$ cat src/rtl/conv_accum_ctrl.sv
// Chunked accumulation controller for one convolution output sample.
// Bias-seeded guard-bit accumulator, saturation to WIDTH bits, valid/ready on both sides.
module conv_accum_ctrl #(
    parameter int WIDTH = 32,
    parameter int FBITS = 24,
    parameter int N_REG = 31,
    parameter int CNT_W = 8
) (
    input  logic             clk,
    input  logic             rst_n,
    input  logic             start,
    input  logic [CNT_W-1:0] n_chunks,
    input  logic [WIDTH-1:0] bias,
    output logic             busy,
    input  logic [WIDTH-1:0] psum,
    input  logic             in_valid,
    output logic             in_ready,
    output logic [WIDTH-1:0] y,
    output logic             out_valid,
    input  logic             out_ready,
    output logic             sat_flag,
    output logic             done
);

    localparam int ACC_W = WIDTH + CNT_W + 1;

    generate
        if (FBITS < 0 || FBITS >= WIDTH || N_REG < 1 || CNT_W < 1) begin : g_bad_cfg
            $error("conv_accum_ctrl: inconsistent WIDTH/FBITS/N_REG/CNT_W");
        end
    endgenerate

    typedef enum logic [1:0] {
        S_IDLE,
        S_ACCUM,
        S_SAT,
        S_OUT
    } state_t;

    state_t                   state;
    state_t                   state_nx;
    logic [CNT_W-1:0]         len;
    logic [CNT_W-1:0]         cnt;
    logic signed [ACC_W-1:0]  acc;
    logic                     last_chunk;

    function automatic logic signed [ACC_W-1:0] sext(input logic [WIDTH-1:0] v);
        return {{(ACC_W-WIDTH){v[WIDTH-1]}}, v};
    endfunction

    // Returns {clipped, value}; the value fits iff all bits above the sign bit agree.
    function automatic logic [WIDTH:0] saturate(input logic signed [ACC_W-1:0] a);
        logic [ACC_W-WIDTH:0] top;
        top = a[ACC_W-1:WIDTH-1];
        if (top == '0 || top == '1)
            return {1'b0, a[WIDTH-1:0]};
        else if (a[ACC_W-1])
            return {1'b1, 1'b1, {(WIDTH-1){1'b0}}};
        else
            return {1'b1, 1'b0, {(WIDTH-1){1'b1}}};
    endfunction

    assign last_chunk = (cnt == len - CNT_W'(1));
    assign in_ready   = (state == S_ACCUM);
    assign busy       = (state != S_IDLE);

    always_ff @(posedge clk or negedge rst_n) begin
        if (!rst_n)
            state <= S_IDLE;
        else
            state <= state_nx;
    end

    always_comb begin
        state_nx = state;
        case (state)
            S_IDLE: begin
                if (start)
                    state_nx = (n_chunks != '0) ? S_ACCUM : S_SAT;
            end
            S_ACCUM: begin
                if (in_valid && last_chunk)
                    state_nx = S_SAT;
            end
            S_SAT: begin
                state_nx = S_OUT;
            end
            S_OUT: begin
                if (out_ready)
                    state_nx = S_IDLE;
            end
            default: state_nx = S_IDLE;
        endcase
    end

    always_ff @(posedge clk or negedge rst_n) begin
        if (!rst_n) begin
            len       <= '0;
            cnt       <= '0;
            acc       <= '0;
            y         <= '0;
            sat_flag  <= 1'b0;
            out_valid <= 1'b0;
            done      <= 1'b0;
        end else begin
            done <= 1'b0;
            case (state)
                S_IDLE: begin
                    if (start) begin
                        len <= n_chunks;
                        acc <= sext(bias);
                        cnt <= '0;
                    end
                end
                S_ACCUM: begin
                    if (in_valid) begin
                        acc <= acc + sext(psum);
                        cnt <= cnt + CNT_W'(1);
                    end
                end
                S_SAT: begin
                    {sat_flag, y} <= saturate(acc);
                    out_valid     <= 1'b1;
                end
                S_OUT: begin
                    // y and sat_flag intentionally persist past the handshake
                    if (out_ready) begin
                        out_valid <= 1'b0;
                        done      <= 1'b1;
                    end
                end
                default: ;
            endcase
        end
    end

endmodule
$ cat config.mk
export PLATFORM = sky130hd
export DESIGN_NAME = conv_accum_ctrl
export DESIGN_NICKNAME = d
export VERILOG_FILES = /design/src/rtl/conv_accum_ctrl.sv
export SDC_FILE = /design/constraint.sdc
export NUM_CORES = 1
export LEC_CHECK = 0
export ABC_AREA = 1
export CAP_MARGIN = 30
export CORE_ASPECT_RATIO = 2
export CORE_MARGIN = 1.5
export CORE_UTILIZATION = 40
export CTS_BUF_LIST = sky130_fd_sc_hd__clkbuf_2
export DETAILED_ROUTE_END_ITERATION = 12
export GPL_TIMING_DRIVEN = 0
export PLACE_DENSITY = 0.62
export SLEW_MARGIN = 15
export SYNTH_ARGS = -nofsm -noshare
export SYNTH_HDL_FRONTEND = slang
export SYNTH_SLANG_ARGS = --single-unit
$ cat constraint.sdc
create_clock -name clk -period 1.75 [get_ports clk]
set_input_delay 0.2625 -clock clk [delete_from_list [all_inputs] [get_ports clk]]
set_output_delay 0.2625 -clock clk [all_outputs]
set_load 0.01 [all_outputs]
Word level (Yosys, flattened, before mapping). Index checks and enable logic that the tools add are counted. W data, S select, Z words.

Register bits after elaboration: 94. Output and inout port bits: 37.

Equal/unequal tests: 9. Reduce and logical (&&, ||, !) cells: 12. Add/subtract/negate cells: 3. Mux-type cells: 17.

Operators with widths (number): $mux W41 (2); $pmux W41 S2 (1); $add A41 B32 Y41 (1); $mux W33 (1); $mux W32 (1); $mux W8 (2); $pmux W8 S2 (1); $eq A10 B10 Y1 const B (1); $logic_not A10 Y1 (1); $add A8 B1 Y8 const B (1); $eq A8 B8 Y1 (1); $mux W2 (4); $pmux W2 S4 (1); $reduce_bool A8 Y1 (1); $sub A8 B1 Y8 const B (1); $ne A2 B2 Y1 const B (3); $reduce_and A3 Y1 (2); $reduce_bool A2 Y1 (3); $eq A2 B2 Y1 const B (2); $reduce_and A2 Y1 (2); $mux W1 (3); $eq A2 B1 Y1 const B (1); $logic_not A2 Y1 (1); $ne A2 B1 Y1 const B (1); other kinds (3) (3).

Logic depth before layout (Yosys ltp). Gate-level depths: netlist (run 1).

Depth in word-level cells: 5. Gate-level depth with buffers: 15. Gate-level depth less buffers: 15.

Worst setup path before layout (run 1). OpenSTA, ideal clock, no wires.

Path type: register -> register. Start: register acc[0]. End: register acc[28]. Arrival time: 1.816 ns. Period minus slack after synthesis: 1.933 ns. Stages on the path, launching flop included: 14. Setup time: 0.116 ns. Required time: 1.634 ns. Slack: -0.183 ns. Path through: dfrtp_1 > ha_1 > fa_1 > nand2_1 > nand2_1 > and2_1 > nand3b_1 > nand3_1 > nand2_1 > nand2_1 > nand2_1 > nand3_1 > nand2_1 > nand2_1.

Cells in the longest elaborated chain, start to end: 3.

Ends and longest elaborated chain: from (decl) (line 44) `logic signed [ACC_W-1:0] acc;`; from (signal assigned) (line 111) `acc <= sext(bias);`; from (signal assigned) (line 117) `acc <= acc + sext(psum);`; $add A41 B32 Y41 (line 117); $mux W41 (line 116) `if (in_valid) begin`; $pmux W41 S2 (line 107) `case (state)`.

Every way passes these cells. The select of a mux whose other input is x is not followed. A chain may end at the register's enable or synchronous reset.

Worst setup path in the final report (run 1).
Start: register acc[0]. End: register acc[36].

The elaborated chain is that of the path after synthesis.

==> results by group, run 1 <==
Run status
  – Status: finished with violations
  – Violated checks: setup timing

Clocking
  – Clock Tree Root: clkbuf_2
  – Clock Sinks: 94
  – Cts bufs inserted: 9
  – Clk_lat worst skew: 0.63 ns
  – CTS H-tree depth: 3
  – Clk buf depth: 2
  – Reg clk slew, reported paths: 0.31 ns
  – CTS tree: yes

Setup path
  – CP max stage delay: 0.48 ns
  – CP Capture Type: flip-flop
  – Reg-to-Reg End: acc[36]
  – Critical path's slowest cell: dfrtp_1
  – Critical Path Source Type: flip-flop
  – CP max FO: 4
  – R2r setup slk: -0.38 ns
  – Crit-path cells: ha_4 -> fa_2 -> nand2_2 -> nand2_4 -> and2_4 -> nand3b_1 -> nand3_2 -> nand2_2 -> nand2_1 -> nand2_1 -> nand3_2 -> a21oi_2
  – Reg2reg path depth: 12
  – Worst EP arrival: 2.73 ns
  – Worst r2r src: acc[0]
  – Critical path class: flip-flop to flip-flop
  – WP data required: 2.35 ns

Finish
  – Layout Cell Area excl Fill: 12400 um^2
  – Fin nets: 1531
  – Final core occ: 68.3%
  – Share of layout cells above drive strength 1: 38.6%
  – Area grow syn2layout: 67.6%
  – Commonest non-fill, non-tap cells in the layout: nand2_1 (252), inv_1 (157), nor2_1 (105), buf_4 (91), nand2_2 (80)
  – Commonest non-fill, non-tap cell in the layout: nand2_1

Logic synthesis
  – Ys async rst share: 100%
  – Number of enable flip-flop cells after synthesis: 0
  – #FFs+latches synth: 94
  – Yosys cell types: 43
  – Mapped Cells: 1157
  – Yosys warnings: 0
  – Post-synthesis mux area share: 0%
  – Largest family of logic cells by synthesized area: simple AND/OR/NAND/NOR gates
  – Syn Std Cell Area: 7420 um^2
  – Synth Area in Adders: 8.19%
  – Synth Area in XOR/XNOR: 3.66%
  – Mean Syn Cell Area: 6.42 um^2
  – Compound-Gate Fraction of Synth Area: 11.2%
  – Syn_nets: 1282
  – Post-Synth Simple-Gate Area: 34.7%
  – Post-synth top flop: dfrtp_1
  – Seq/Total Area, Yosys: 31.7%

Place
  – Hpwl dp: 22100 um
  – Port bufs: 113
  – Final GP Congestion: 0.965
  – Area after DPL: 8900 um^2
  – Dpl ws: -1.07 ns

Pwr
  – Peak VDD IR: 1090 uV
  – Static Leakage: 5.91 nW
  – Pwr per Cell Area: 2060 nW/um^2

STA
  – Max Fclk: 469 MHz
  – Final Hold Vio Count: 0
  – RSZ-0062 raised after global routing: true
  – Final Setup Violations: 69
  – Worst slew margin: 43.0%
  – Worst-Margin Slew: 0.856 ns
  – Final clock skew: 0.0346 ns
  – Setup WS post-layout: -0.383 ns
  – Final Slew Violations: 0
  – Fin crit period: 2.13 ns
  – Crit share post-route: 122%

Floorplanning
  – Total die area: 19400 um^2
  – Core Area: 18200 um^2
  – Die height: 196 um
  – Initial Util: 40.7%
  – Die Wd: 99.3 um
  – IO Count: 114
  – Number of cell rows: 70

Drt
  – Detailed-route via count: 8867
  – TritonRoute pass-1 iters: 5
  – Routed Antenna Nets: 0
  – DRC violations left: 0
  – Mean routed wirelength per cell: 19.8 um
  – Vias per cell: 5.45
  – Starting DRC count in detailed routing: 412
  – Final WL: 32200 um

Global route
  – Vias in the first global route: 8632
  – Wire length of the first global-routing pass: 44800 um
  – Largest net degree at the start of global routing: 83
  – Aggregate global-route resource usage: 30.4%
  – Initial antenna violation count: 1
  – GR Overflow Total: 0

Hold path
  – HP Class: input port to asynchronous set/reset pin

Run
  – Max-cap viol count: 0
## worst max-delay path: cells and delay by family (launching register included)
| family | cells | cell delay, ns |
|---|---|---|
| and+or+nand+nor | 9 | 0.90 |
| adders and majority gates | 2 | 0.58 |
| DFF | 1 | 0.48 |
| AOI/OAI and AO/OA | 1 | 0.16 |
## sequential cells by signal, indices dropped and copies added, names as in the netlist
register	flops
sat_flag	1
acc	41
cnt	8
state	2
out_valid	1
y	32
done	1
len	8
## logic make-up after synthesis
family | after synthesis
fa+ha+maj | 48
xor+xnor | 31
simple gates | 628
flops | 94
buf+inv | 202
compound gates | 154
## routing by layer
| layer | track usage, % | up-vias | part of all wire [%] |
|---|---|---|---|
| met5 | 0 | - | 0 |
| met4 | 25.9 | 0 | 11 |
| met3 | 3.17 | 173 | 4.0 |
| met2 | 58.2 | 364 | 54 |
| met1 | 27.4 | 4207 | 31 |
| li1 | - | 4123 | - |
## worst max-delay path by stage
stage,start,end,cells after the start
floorplan,acc[0],acc[36],12
global placement,rst_n,y[30],1
detailed placement,psum[1],acc[29],14
CTS,acc[0],acc[28],13
global route,acc[9],acc[35],14
finish,acc[0],acc[36],12
## metrics by stage
step	hold slack [ns]	power, W	cells	TNS (ns)
after floorplan	-0.0331	0.0114	1157	-0.411
after global placement	0.473	0.0154	1486	-338.64
after detailed placement	0.0896	0.0156	1487	-36.94
after CTS	0.150	0.0219	1592	-8.83
after global routing	0.161	0.0270	1628	-17.47
final	0.150	0.0256	1628	-11.39
## what timing repair did
| item | 4_1_cts | 5_1_grt |
|---|---|---|
| setup buffers | 83 | 36 |
| hold endpoints to repair | 94 | 0 |
| gates cloned | 5 | 4 |
| hold buffers | 2 | 0 |
| pin swaps | 76 | 133 |
| resized for setup | 400 | 226 |
| setup endpoints to repair | 121 | 85 |
## power breakdown
group,switching (W),internal [W]
clock,0.000907,0.000240
combinational,0.0110,0.00900
sequential,0.00119,0.00326
## Yosys cell counts (3+ instances only)
| master | instances | share of area [%] |
|---|---|---|
| ha_1 | 47 | 7.9 |
| xor2_1 | 21 | 2.5 |
| nor2_2 | 4 | 0.34 |
| nand3_2 | 3 | 0.40 |
| inv_1 | 174 | 8.8 |
| nor3_1 | 10 | 0.67 |
| o21bai_1 | 4 | 0.40 |
| o21ai_1 | 5 | 0.34 |
| xnor2_1 | 10 | 1.2 |
| o221ai_1 | 4 | 0.47 |
| or2_2 | 6 | 0.51 |
| a2bb2oi_1 | 4 | 0.47 |
| a21oi_1 | 76 | 5.1 |
| o21ai_0 | 51 | 3.4 |
| nand4_1 | 6 | 0.51 |
| dfrtp_1 | 94 | 32 |
| nand2_1 | 372 | 19 |
| nand3_1 | 69 | 4.7 |
| buf_1 | 4 | 0.20 |
| clkbuf_1 | 12 | 0.61 |
| nor4_1 | 3 | 0.25 |
| buf_2 | 7 | 0.47 |
| nor2_1 | 143 | 7.2 |
## final cells by class
cell class              count  area (um^2)
plain buffers              23          241
multi-input cells         861         6420
flip-flops and latches     94         2380
fillers                  1480         5780
well taps                 216          270
repair buffers            239         2300
inverters                 178          692
clock buffers               9         45.0
diodes                      1         2.50
clock inverters             7         80.1
Note: power is estimated with default switching activity, not from simulation.
==> run 2, diff against run 1 <==
Settings changed: GPL_TIMING_DRIVEN 0 to unset.
==> run 2 against run 1 <==
  * Critical path depth up 2
  * Sequential share of layout area is 1.6 points lower
  * Largest cell class unchanged
  * Clock skew grew 0.0059 ns
  * Final cell count up 6.4%
  * The flow still finishes with violations (setup timing)
  * Clock power grew 22%
  * Global-route usage increased by 4.0 points
  * Routed wire length grew 11%
  * Design area rose by 8.2%
==> results by group, run 2 (synthesized netlist as in run 1, its figures left out) <==
Setup path
  – CP max FO: 4 (unchanged)
  – CP endpoint: acc[30] (was acc[36])
  – Critical path class: flip-flop to flip-flop (unchanged)
  – WP data required: 2.33 ns (was 2.35 ns)
  – Reg2reg path depth: 14 (was 12)
  – Reg-to-Reg End: acc[30] (was acc[36])
  – Setup crit start: acc[1] (was acc[0])
  – Critical Path Source Type: flip-flop (unchanged)
  – R2r setup slk: -0.34 ns (was -0.38 ns)
  – CP Capture Type: flip-flop (unchanged)
  – Worst EP arrival: 2.67 ns (was 2.73 ns)
  – Worst r2r src: acc[1] (was acc[0])

Drt
  – Final WL: 35800 um (was 32200 um)
  – TritonRoute pass-1 iters: 7 (was 5)
  – Routed Antenna Nets: 0 (unchanged)
  – Mean routed wirelength per cell: 20.6 um (was 19.8 um)
  – DRC violations left: 0 (unchanged)
  – Vias per cell: 5.48 (was 5.45)
  – Detailed-route via count: 9497 (was 8867)
  – Starting DRC count in detailed routing: 597 (was 412)

Finish
  – Max FFs per register: 41 (unchanged)
  – Largest regs: acc (41), y (32) (unchanged)
  – Filler cell count: 1340 (was 1480)
  – Fin nets: 1636 (was 1531)
  – Share of layout cells above drive strength 1: 44.5% (was 38.6%)
  – Final core occ: 73.9% (was 68.3%)
  – Top reg by flops: acc (unchanged)
  – Area grow syn2layout: 81.3% (was 67.6%)
  – Commonest non-fill, non-tap cell in the layout: nand2_1 (unchanged)
  – Commonest non-fill, non-tap cells in the layout: nand2_1 (237), buf_4 (182), inv_1 (159), nor2_1 (93) (was nand2_1 (252), inv_1 (157), nor2_1 (105), buf_4 (91), nand2_2 (80))

Global route
  – Wire length of the first global-routing pass: 50300 um (was 44800 um)
  – Aggregate global-route resource usage: 34.4% (was 30.4%)
  – Vias in the first global route: 9668 (was 8632)
  – GR Overflow Total: 0 (unchanged)
  – Initial antenna violation count: 1 (unchanged)
  – Largest net degree at the start of global routing: 37 (was 83)

Place
  – Port bufs: 113 (unchanged)
  – Hpwl dp: 23900 um (was 22100 um)
  – Dpl ws: -0.795 ns (was -1.07 ns)
  – Final GP Congestion: 1.05 (was 0.965)

Run status
  – Violated checks: setup timing (unchanged)
  – Status: finished with violations (unchanged)

STA
  – Worst-Margin Slew: 0.628 ns (was 0.856 ns)
  – Max Fclk: 478 MHz (was 469 MHz)
  – RSZ-0062 raised after global routing: true (unchanged)
  – Crit share post-route: 119% (was 122%)
  – Worst slew margin: 58.2% (was 43.0%)
  – Final clock skew: 0.0405 ns (was 0.0346 ns)
  – Fin crit period: 2.09 ns (was 2.13 ns)
  – Final Hold Vio Count: 0 (unchanged)
  – Final Slew Violations: 0 (unchanged)
  – Worst hold margin: 0.112 ns (was 0.150 ns)
  – Setup WS post-layout: -0.340 ns (was -0.383 ns)
  – Final Setup Violations: 83 (was 69)

Pwr
  – Sequential share of power: 15.3% (was 17.3%)
  – Clock group share of total power: 5.1% (was 4.5%)
  – Pwr per Cell Area: 2050 nW/um^2 (was 2060 nW/um^2)
  – Static Leakage: 6.60 nW (was 5.91 nW)
  – Int Power: 0.0140 W (was 0.0125 W)
  – Switching share of power: 49.4% (was 51.2%)
  – Combinational share of power: 79.6% (was 78.2%)
  – Switching power: 0.0136 W (was 0.0131 W)
  – Peak VDD IR: 929 uV (was 1090 uV)

Clocking
  – Clock Sinks: 94 (unchanged)
  – Clock Tree Root: clkbuf_2 (unchanged)
  – Reg clk slew, reported paths: 0.32 ns (was 0.31 ns)
  – Clk_lat worst skew: 0.67 ns (was 0.63 ns)
  – Clk buf depth: 2 (unchanged)
  – CTS H-tree depth: 3 (unchanged)
  – CTS tree: yes (unchanged)
  – Cts bufs inserted: 9 (unchanged)

Floorplanning
  – Initial Util: 40.7% (unchanged)
  – Die height: 196 um (unchanged)
  – Total die area: 19400 um^2 (unchanged)
  – Core Area: 18200 um^2 (unchanged)
  – Number of cell rows: 70 (unchanged)
  – Die Wd: 99.3 um (unchanged)
  – IO Count: 114 (unchanged)

Hold path
  – HP Class: input port to asynchronous set/reset pin (unchanged)

Run
  – Max-cap viol count: 0 (unchanged)
[run 2: cell count changes in the layout (fill, tap and decap cells not counted), moves of 13 or more]
cell     before  now
buf_4        91  182
nand2_1     252  237
a21oi_1      38   17
a21oi_2      24   52
nor2_2       22   35
buf_12        5   19
buf_6        28   44
[run 2: repair_timing]
item | in CTS | in global routing
hold endpoints to repair | 48 | 0
setup buffers | 39 | 29
hold buffers | 1 | 0
gates cloned | 12 | 1
resized for setup | 382 | 246
pin swaps | 90 | 115
setup endpoints to repair | 115 | 85
[run 2: worst min path at each step]
stage | end | slack [ns] | cells after the start
final | acc[18] | 0.11 | 2
after global routing | acc[18] | 0.11 | 2
after CTS | acc[11] | 0.11 | 2
after detailed placement | y[8] | 0.30 | 1
after global placement | y[7] | 0.30 | 1
after floorplan | acc[0] | -0.03 | 0
[run 2: power groups by stage]
stage               Sequential [W]  Combinational (W)  Clock [W]
floorplan                  0.00404            0.00736          0
global placement           0.00402             0.0145          0
detailed placement         0.00403             0.0146          0
CTS                        0.00412             0.0187    0.00136
global route               0.00430             0.0233    0.00146
finish                     0.00423             0.0220    0.00140
[run 2: worst max-delay path, stage by stage, from the launching register on]
cell and delay (ns):
dfrtp_1 0.50, buf_6 0.15, fa_2 0.39, nand2_2 0.11
nand2_4 0.08, nand3_2 0.07, nand2_2 0.09, nand2_2 0.09
nand3_4 0.12, nand2_2 0.12, nand2_2 0.05, nand2_2 0.06
nand3_2 0.06, nand2_1 0.07, nand2_1 0.04
[run 2: routing by layer]
layer  GRT usage [%]  wire length, um  up-vias
li1                -                -     4345
met1            30.3            10800     4475
met2            62.6            19000      459
met3            4.20             1640      218
met4            36.7             4310        0
met5               0                0        -
[run 2: cell type report]
cell class / count / area (um^2) / area share (%)
multi-input combinational: 861 / 6390 / 47.5
timing repair buffer: 366 / 3580 / 26.6
sequential: 94 / 2360 / 17.6
inverter: 178 / 699 / 5.20
tap: 216 / 270 / 2.01
clock inverter: 6 / 91.3 / 0.679
clock buffer: 10 / 50.0 / 0.372
timing repair inverter: 1 / 16.3 / 0.121
antenna: 1 / 2.50 / 0.0186
[run 2: through the flow]
step | cell area (um^2) | total power (W) | TNS, ns | std cells
global placement | 10300 | 0.0185 | -28.85 | 1645
detailed placement | 10300 | 0.0186 | -30.40 | 1645
floorplan | 7470 | 0.0114 | -0.411 | 1157
global route | 13500 | 0.0291 | -20.97 | 1733
finish | 13500 | 0.0276 | -16.54 | 1733
CTS | 12400 | 0.0242 | -15.52 | 1709
==> run 3, diff against run 2 <==
--- a/config.mk
+++ b/config.mk
@@ -8,3 +8,2 @@
 export ABC_AREA = 1
-export CAP_MARGIN = 30
 export CORE_ASPECT_RATIO = 2
==> constraint.sdc (replaced) <==
create_clock -name clk -period 1.75 [get_ports clk]
set_input_delay 0.35 -clock clk [delete_from_list [all_inputs] [get_ports clk]]
set_output_delay 0.35 -clock clk [all_outputs]
set_load 0.01 [all_outputs]
==> run 3 against run 2 <==
  * First-iteration DRC count up 6.4%
  * Largest power group unchanged
  * Count of clock-buffer cells in the layout fell by 1
  * Final cell count rose by 0.81%
  * Critical endpoint is now acc[12]
  * Critical path type unchanged
  * Combinational power rose by 2%
  * The run still ends with setup timing left
==> results by group, run 3 (synthesized netlist as in run 1, its figures left out) <==
Run
  – Max-cap viol count: 0 (unchanged)

Pwr
  – Sequential share of power: 14.8% (was 15.3%)
  – Clock group share of total power: 6.1% (was 5.1%)
  – Pwr per Cell Area: 2090 nW/um^2 (was 2050 nW/um^2)
  – Peak VDD IR: 950 uV (was 929 uV)
  – Combinational share of power: 79.1% (was 79.6%)
  – Switching power: 0.0139 W (was 0.0136 W)
  – Int Power: 0.0145 W (was 0.0140 W)
  – Switching share of power: 48.9% (was 49.4%)
  – Static Leakage: 6.69 nW (was 6.60 nW)

Place
  – Final GP Congestion: 0.999 (was 1.05)
  – Hpwl dp: 22900 um (was 23900 um)
  – Placed cells: 1632 (was 1645)
  – Area after DPL: 10100 um^2 (was 10300 um^2)
  – Port bufs: 113 (unchanged)
  – Dpl ws: -0.883 ns (was -0.795 ns)

Global route
  – Wire length of the first global-routing pass: 49600 um (was 50300 um)
  – Largest net degree at the start of global routing: 54 (was 37)
  – Aggregate global-route resource usage: 34.1% (was 34.4%)
  – GR Overflow Total: 0 (unchanged)
  – Initial antenna violation count: 1 (unchanged)
  – Vias in the first global route: 9605 (was 9668)

Finish
  – Layout Cell Area excl Fill: 13500 um^2 (about the same)
  – Top reg by flops: acc (unchanged)
  – Area grow syn2layout: 82.5% (was 81.3%)
  – Max FFs per register: 41 (unchanged)
  – Share of layout cells above drive strength 1: 45.0% (was 44.5%)
  – Fin nets: 1650 (was 1636)
  – Commonest non-fill, non-tap cells in the layout: nand2_1 (240), buf_4 (196), inv_1 (162), nor2_1 (100), dfrtp_1 (87) (was nand2_1 (237), buf_4 (182), inv_1 (159), nor2_1 (93))
  – Finished Layout Cells: 1747 (was 1733)
  – Final core occ: 74.4% (was 73.9%)
  – Largest regs: acc (41), y (32) (unchanged)
  – Commonest non-fill, non-tap cell in the layout: nand2_1 (unchanged)

STA
  – Worst slew margin: 70.3% (was 58.2%)
  – Setup_tns: -18.83 ns (was -16.54 ns)
  – Setup WS post-layout: -0.462 ns (was -0.340 ns)
  – Worst-Margin Slew: 0.440 ns (was 0.628 ns)
  – Max Fclk: 452 MHz (was 478 MHz)
  – Fin crit period: 2.21 ns (was 2.09 ns)
  – Final Slew Violations: 0 (unchanged)
  – Final clock skew: 0.0496 ns (was 0.0405 ns)
  – Final Hold Vio Count: 0 (unchanged)
  – RSZ-0062 raised after global routing: true (unchanged)
  – Final Setup Violations: 85 (was 83)
  – Crit share post-route: 126% (was 119%)

Clocking
  – Clock Tree Root: clkbuf_2 (unchanged)
  – Cts bufs inserted: 9 (unchanged)
  – Clk_lat worst skew: 0.70 ns (was 0.67 ns)
  – Reg clk slew, reported paths: 0.34 ns (was 0.32 ns)
  – Clk buf depth: 2 (unchanged)
  – CTS H-tree depth: 3 (unchanged)
  – CTS tree: yes (unchanged)
  – Clock Sinks: 94 (unchanged)

Floorplanning
  – Die Wd: 99.3 um (unchanged)
  – Initial Util: 40.7% (unchanged)
  – IO Count: 114 (unchanged)
  – Number of cell rows: 70 (unchanged)
  – Die height: 196 um (unchanged)
  – Core Area: 18200 um^2 (unchanged)
  – Total die area: 19400 um^2 (unchanged)

Setup path
  – CP Capture Type: flip-flop (unchanged)
  – Reg2reg path depth: 10 (was 14)
  – R2r setup slk: -0.46 ns (was -0.34 ns)
  – Reg-to-Reg End: acc[12] (was acc[30])
  – WP data required: 2.36 ns (was 2.33 ns)
  – Critical path class: flip-flop to flip-flop (unchanged)
  – Worst EP arrival: 2.82 ns (was 2.67 ns)
  – Worst r2r src: acc[1] (unchanged)
  – Critical Path Source Type: flip-flop (unchanged)
  – CP max FO: 4 (unchanged)

Drt
  – Vias per cell: 5.60 (was 5.48)
  – Mean routed wirelength per cell: 21.6 um (was 20.6 um)
  – DRC violations left: 0 (unchanged)
  – Routed Antenna Nets: 0 (unchanged)
  – Starting DRC count in detailed routing: 635 (was 597)
  – Final WL: 37800 um (was 35800 um)
  – Detailed-route via count: 9781 (was 9497)
  – TritonRoute pass-1 iters: 6 (was 7)

Run status
  – Violated checks: setup timing (unchanged)
  – Status: finished with violations (unchanged)

Hold path
  – HP Class: input port to asynchronous set/reset pin (unchanged)
## run 3: cell types whose count changed in the layout (fill, tap and decap cells not counted), moves of 7 or more
cell and change:
clkdlybuf4s15_1 +13, nor2_1 +7, dlygate4sd2_1 -33, o21ai_0 +7
a21oi_2 -7, clkbuf_2 +15, buf_4 +14
## run 3: worst max-delay path, stage by stage (launching register included)
cell and delay [ns]:
dfrtp_1 0.49, buf_4 0.18, fa_2 0.42, nand2_2 0.14, nand2_4 0.07, nand3_2 0.10
nand2_4 0.09, a21oi_2 0.18, xnor2_1 0.15, o21ai_1 0.11, o21ai_1 0.18
## run 3: how the worst max path moves through the flow
stage	from	to	slack (ns)	depth (start not counted)
final	acc[1]	acc[12]	-0.46	10
after global routing	acc[1]	acc[12]	-0.46	10
after CTS	state[0]	busy	-0.29	6
after detailed placement	psum[8]	acc[25]	-0.88	13
after global placement	psum[2]	acc[29]	-0.88	15
after floorplan	acc[0]	acc[36]	-0.07	12
## run 3: metrics by stage
| step | power [W] | hold slack [ns] |
|---|---|---|
| after floorplan | 0.0114 | 0.0544 |
| after global placement | 0.0180 | 0.293 |
| after detailed placement | 0.0181 | 0.295 |
| after CTS | 0.0239 | 0.0659 |
| after global routing | 0.0297 | 0.0332 |
| final | 0.0284 | 0.0512 |
## run 3: power by group through the flow
stage	logic, W	registers [W]	clock network, W
final	0.0224	0.00421	0.00173
after global placement	0.0140	0.00403	0
after global routing	0.0236	0.00428	0.00182
after CTS	0.0181	0.00410	0.00170
after floorplan	0.00736	0.00404	0
after detailed placement	0.0141	0.00404	0
## run 3: per-layer routing
| layer | part of all wire (%) | vias up | global-route usage, % |
|---|---|---|---|
| li1 | - | 4370 | - |
| met1 | 30 | 4623 | 30.8 |
| met2 | 52 | 513 | 62.9 |
| met3 | 5.8 | 275 | 4.45 |
| met4 | 12 | 0 | 32.7 |
| met5 | 0 | - | 0 |
## run 3: layout make-up
class                           instances  area [um^2]
Antenna cell                            1         2.50
Clock buffer                            9         45.0
Clock inverter                          7          149
Fill cell                            1253         4670
Inverter                              178          711
Multi-Input combinational cell        861         6320
Sequential cell                        94         2360
Tap cell                              216          270
Timing Repair Buffer                  380         3670
Timing Repair inverter                  1         16.3
## run 3: repair_timing
| action | CTS | global route |
|---|---|---|
| gates resized for setup | 390 | 263 |
| gates cloned | 10 | 5 |
| endpoints found under the hold margin | 94 | 0 |
| setup buffers | 47 | 46 |
| endpoints found under the setup margin | 115 | 118 |
| hold buffers | 1 | 0 |
| pin swaps | 83 | 121 |
